`src/rtl/conv_tile_sequencer.sv`:
```
// conv_tile_sequencer: walks a 4x4 pixel buffer through a 3x3 convolution, one tap per cycle.
// Optional feature macro: CONV_RELU_EN clamps negative results to zero.
module conv_tile_sequencer #(
   parameter int ACC_W = 21
) (
   input  logic                    clk,
   input  logic                    rst,
   input  logic                    tile_valid,
   output logic                    tile_ready,
   input  logic [71:0]             kernel_in,
   output logic                    buf_ld,
   output logic [1:0]              buf_row,
   output logic [1:0]              buf_col,
   input  logic [7:0]              pix_in,
   output logic                    out_valid,
   input  logic                    out_ready,
   output logic signed [ACC_W-1:0] out_data,
   output logic [1:0]              out_idx,
   output logic                    out_last
);

   typedef enum logic [1:0] {IDLE, SCAN, EMIT} state_t;

   state_t                  state, state_next;
   logic [0:8][7:0]         kern;
   logic [3:0]              k;
   logic                    wr, wc;
   logic [1:0]              kr, kc;
   logic                    last_tap;
   logic signed [ACC_W-1:0] acc, product, sum, result;

   generate
      if (ACC_W < 21) begin : g_acc_w_check
         $error("conv_tile_sequencer: ACC_W must be at least 21");
      end
   endgenerate

   always_comb begin
      kr = 2'd0;
      kc = k[1:0];
      if (k >= 4'd6) begin
         kr = 2'd2;
         kc = 2'(k - 4'd6);
      end else if (k >= 4'd3) begin
         kr = 2'd1;
         kc = 2'(k - 4'd3);
      end
   end

   // Pixel is unsigned, so it is zero-extended before the signed multiply.
   assign last_tap = (k == 4'd8);
   assign product  = ACC_W'($signed({1'b0, pix_in})) * ACC_W'($signed(kern[k]));
   assign sum      = acc + product;

`ifdef CONV_RELU_EN
   assign result = sum[ACC_W-1] ? '0 : sum;
`else
   assign result = sum;
`endif

   always_ff @(posedge clk or posedge rst) begin
      if (rst) begin
         state    <= IDLE;
         kern     <= '0;
         k        <= 4'd0;
         wr       <= 1'b0;
         wc       <= 1'b0;
         acc      <= '0;
         out_data <= '0;
      end else begin
         state <= state_next;
         case (state)
            IDLE: begin
               if (buf_ld) begin
                  kern <= kernel_in;
                  k    <= 4'd0;
                  wr   <= 1'b0;
                  wc   <= 1'b0;
                  acc  <= '0;
               end
            end
            SCAN: begin
               if (last_tap) begin
                  out_data <= result;
               end else begin
                  acc <= sum;
                  k   <= k + 4'd1;
               end
            end
            EMIT: begin
               if (out_ready) begin
                  {wr, wc} <= {wr, wc} + 2'd1;
                  k        <= 4'd0;
                  acc      <= '0;
               end
            end
            default: ;
         endcase
      end
   end

   // Reads only happen in SCAN, so a stalled EMIT leaves the buffer address at zero.
   always_comb begin
      state_next = state;
      tile_ready = 1'b0;
      buf_ld     = 1'b0;
      buf_row    = 2'd0;
      buf_col    = 2'd0;
      out_valid  = 1'b0;
      out_idx    = 2'd0;
      out_last   = 1'b0;
      case (state)
         IDLE: begin
            tile_ready = !rst;
            buf_ld     = tile_valid && !rst;
            if (tile_valid && !rst)
               state_next = SCAN;
         end
         SCAN: begin
            buf_row = {1'b0, wr} + kr;
            buf_col = {1'b0, wc} + kc;
            if (last_tap)
               state_next = EMIT;
         end
         EMIT: begin
            out_valid = 1'b1;
            out_idx   = {wr, wc};
            out_last  = wr & wc;
            if (out_ready)
               state_next = (wr & wc) ? IDLE : SCAN;
         end
         default: state_next = IDLE;
      endcase
   end

endmodule

```
`config.mk`:
```
export PLATFORM = sky130hd
export DESIGN_NAME = conv_tile_sequencer
export DESIGN_NICKNAME = d
export VERILOG_FILES = /design/src/rtl/conv_tile_sequencer.sv
export SDC_FILE = /design/constraint.sdc
export NUM_CORES = 1
export LEC_CHECK = 0
export BUFFER_PORTS_ARGS = -buffer_cell sky130_fd_sc_hd__buf_2
export CAP_MARGIN = 20
export CORE_ASPECT_RATIO = 0.7
export CORE_MARGIN = 5
export CORE_UTILIZATION = 60
export DETAILED_ROUTE_END_ITERATION = 8
export PLACE_DENSITY = 0.79
export SETUP_SLACK_MARGIN = 0.05
export SLEW_MARGIN = 20
export SYNTH_ARGS = -nofsm -noshare
export SYNTH_HDL_FRONTEND = slang
export SYNTH_SLANG_ARGS = --single-unit
```
`constraint.sdc`:
```
create_clock -name clk -period 14 [get_ports clk]
set_input_delay 0 -clock clk [delete_from_list [all_inputs] [get_ports clk]]
set_output_delay 0 -clock clk [all_outputs]
set_load 0.03 [all_outputs]
```
==> flow_metrics.py <==
metrics = {
    "timing": {
        "period_needed_ps": 6777,
        "timing.fmax_ghz": 0.1476,
        "final.period_utilization_pct": 48.41,
        "final-hold-violation-count": 0,
        "finalSetupViolCount": 0,
        "fin_skew_ps": 12.80,
        "worstMarginPinSlew_ps": 992.4,
        "fin_ws_ps": 7223,
        "tns_ps": 0,
        "maxSlewViolCount": 0,
        "rsz0062_at_grt": "no",
        "slew_headroom_pct": 33.84,
    },
    "cells_and_area": {
        "antennaDiodeCount": 0,
        "final_util_pct": 75.84,
        "final_nets": 1159,
        "fin_cells": 1154,
        "syn_to_final_growth_pct": 24.89,
        "drive_gt1_share_pct": 24.90,
    },
    "logic_synthesis": {
        "synth_cell_types": 41,
        "synthesis.area_sq_um": 8369,
        "synth.mux.area_fraction_pct": 14.23,
        "synth_top_family_by_area": "adder cells",
        "yosys-top-cells-area": "dfrtp_1 (36%), fa_1 (12%), ha_1 (10%)",
        "ys.warnings.count": 0,
        "synth-simple-area-share_pct": 10.35,
        "synth_top_area_cell": "dfrtp_1",
        "synth_area_per_cell_sq_um": 10.87,
        "synthArstFlopShare_pct": 100.0,
        "yosys-top-cells-count": "dfrtp_1 (122), nand2_1 (96), inv_1 (79)",
        "yosys.area_share.adder_pct": 22.90,
        "postSynthCellCount": 770,
        "synth_top_flop_cell": "dfrtp_1",
        "synth_edf_count": 0,
        "ys_ff_latch": 122,
        "yosysSeqAreaShare_pct": 36.48,
        "synthDominantCellAreaShare_pct": 36.48,
        "synth-xor-area-share_pct": 2.407,
        "synth_fp_nets": 976,
        "synth_most_common_cell": "dfrtp_1",
        "synth-compound-area-share_pct": 8.327,
    },
    "setup_path": {
        "cp_num_cells": 19,
        "cpPeakStageDelay_ps": 580,
        "cp_cell_sequence": "buf_4 > mux2i_1 > o21ai_0 > o21ai_0 > o21ai_1 > nand2_1 > fa_1 > inv_1 > fa_1 > fa_1 > fa_1 > fa_1 > ha_1 > a2111oi_0 > o21ai_0 > a31oi_1 > o21ai_0 > xnor2_1 > o21ai_0",
        "critPathTopFamily": "adder cells",
        "worstSetupStartpointType": "flip-flop",
        "worstSetupPathType": "flip-flop to flip-flop",
        "ff2ff_path_depth": 19,
        "path_max_fanout": 37,
        "slowest_stage": "fa_1",
        "crit_path_end_kind": "flip-flop",
        "arrival_ps": 7040,
        "cp.buffers_inverters": 2,
        "required_ps": 14260,
    },
    "placed_design": {
        "dp_worst_setup_slack_ps": 7210,
        "hpwl_um": 15280,
        "io_buffer_count": 114,
        "place.gp.congestion": 0.8965,
        "place_inst": 1050,
    },
    "flow_run": {
        "cap_violations": 0,
    },
    "floorplanning": {
        "initial_core_util_pct": 60.72,
        "fp-row-count": 36,
        "die_width_um": 151.2,
        "ios": 115,
        "dieArea_sq_um": 16450,
        "fp.coreArea_sq_um": 13780,
        "die_y_um": 108.8,
    },
    "clocking": {
        "cts_buffers": 17,
        "cts.htree.levels": 4,
        "clock_path_buffers": 2,
        "holdBufCountCts": 74,
        "clkTransAtPathRegs_ps": 50,
        "cts_resized": 0,
        "clock-root-buffer": "clkbuf_16",
        "cts_tree": "yes",
        "clock_latency_ps": 420,
        "clock-sinks": 122,
        "postCtsSetupRepairBufs": 0,
    },
    "route": {
        "drtIter0Drc": 581,
        "route.vias.total": 6513,
        "ant_nets": 0,
        "wl_per_cell_um": 19.42,
        "drt-vias-per-instance": 5.644,
        "drtPass1Iterations": 5,
        "drc": 0,
        "routed_wl_um": 22410,
    },
    "global_routing": {
        "antenna_found_initial": 0,
        "grt_pass1_wl_um": 37020,
        "grt_pass1_vias": 7189,
        "grt_usage_pct": 29.76,
        "grt_max_degree": 79,
        "gr-total-overflow": 0,
    },
    "min_path": {
        "holdPathStages": 5,
        "hold_path_class": "input pin to flip-flop",
    },
    "outcome": {
        "status": "finished clean",
    },
}
routing by layer:
layer / routed length (um) / global-route usage, % / vias up
met3: 1926 / 8.018 / 51
met5: 0 / 0 / -
met2: 10830 / 49.41 / 326
met4: 546 / 9.897 / 0
li1: - / - / 2947
met1: 9110 / 38.27 / 3189
logic make-up after synthesis:
logic type | Yosys count
AOI/OAI and AO/OA | 111
xor gates and xnor gates | 23
adders and majority gates | 122
buffers and inverters | 109
DFF | 122
muxes | 99
and+or+nand+nor | 184
cell usage in the layout, fill, tap and decap left out, types with 19 or more instances in the layout:
master | netlist | layout
and2_1 | 41 | 41
buf_2 | 16 | 114
dfrtp_1 | 122 | 121
dlygate4sd3_1 | 0 | 74
fa_1 | 52 | 52
ha_1 | 70 | 70
inv_1 | 79 | 78
mux2_2 | 74 | 74
nand2_1 | 96 | 96
nor2_1 | 20 | 20
o21ai_0 | 39 | 39
xnor2_1 | 19 | 19
layout make-up:
type / instances / area, sq um
clock buffer: 23 / 488.0
clock inverter: 7 / 138.9
fill: 883 / 3331
inverter: 79 / 299.0
multi-input combinational: 539 / 4878
sequential: 122 / 3054
tap: 190 / 237.7
timing repair buffer: 194 / 1356
registers in the layout, indices dropped and copies added (netlist names):
signal	flops
acc	21
kern	72
wc	1
out_data	21
state	2
k	4
wr	1
metrics by stage:
step / area [sq um] / hold slack (ps)
2_1_floorplan: 8369 / 107.7
3_3_place_gp: 9082 / 99.04
3_5_place_dp: 9082 / 118.3
4_1_cts: 10450 / 166.6
5_1_grt: 10450 / 251.0
6_report: 10450 / 180.4
path summary, 6_finish.rpt:
kind	startpoint	end	slack, ps
max in group asynchronous	rst	k[3]$_DFFE_PP0P_	12370
max reg2reg	k[2]$_DFFE_PP0P_	out_data[19]$_DFFE_PP0P_	7220
min	tile_valid	k[2]$_DFFE_PP0P_	180
min in group asynchronous	rst	state[1]$_DFFE_PP0P_	210
max	k[2]$_DFFE_PP0P_	out_data[19]$_DFFE_PP0P_	7220
min reg2reg	out_data[10]$_DFFE_PP0P_	out_data[10]$_DFFE_PP0P_	470
worst reg2reg max path, stage by stage (launching register included):
cell       delay, ps
dfrtp_1          440
buf_4            450
mux2i_1          240
o21ai_0          300
o21ai_0          140
o21ai_1          500
nand2_1          170
fa_1             530
inv_1             60
fa_1             540
fa_1             460
fa_1             590
fa_1             430
ha_1             270
a2111oi_0        320
o21ai_0          210
a31oi_1          430
o21ai_0          200
xnor2_1          230
o21ai_0          120
Power is not shown: default switching activity piles up to over one toggle a cycle in this logic, so the estimate is an artifact.
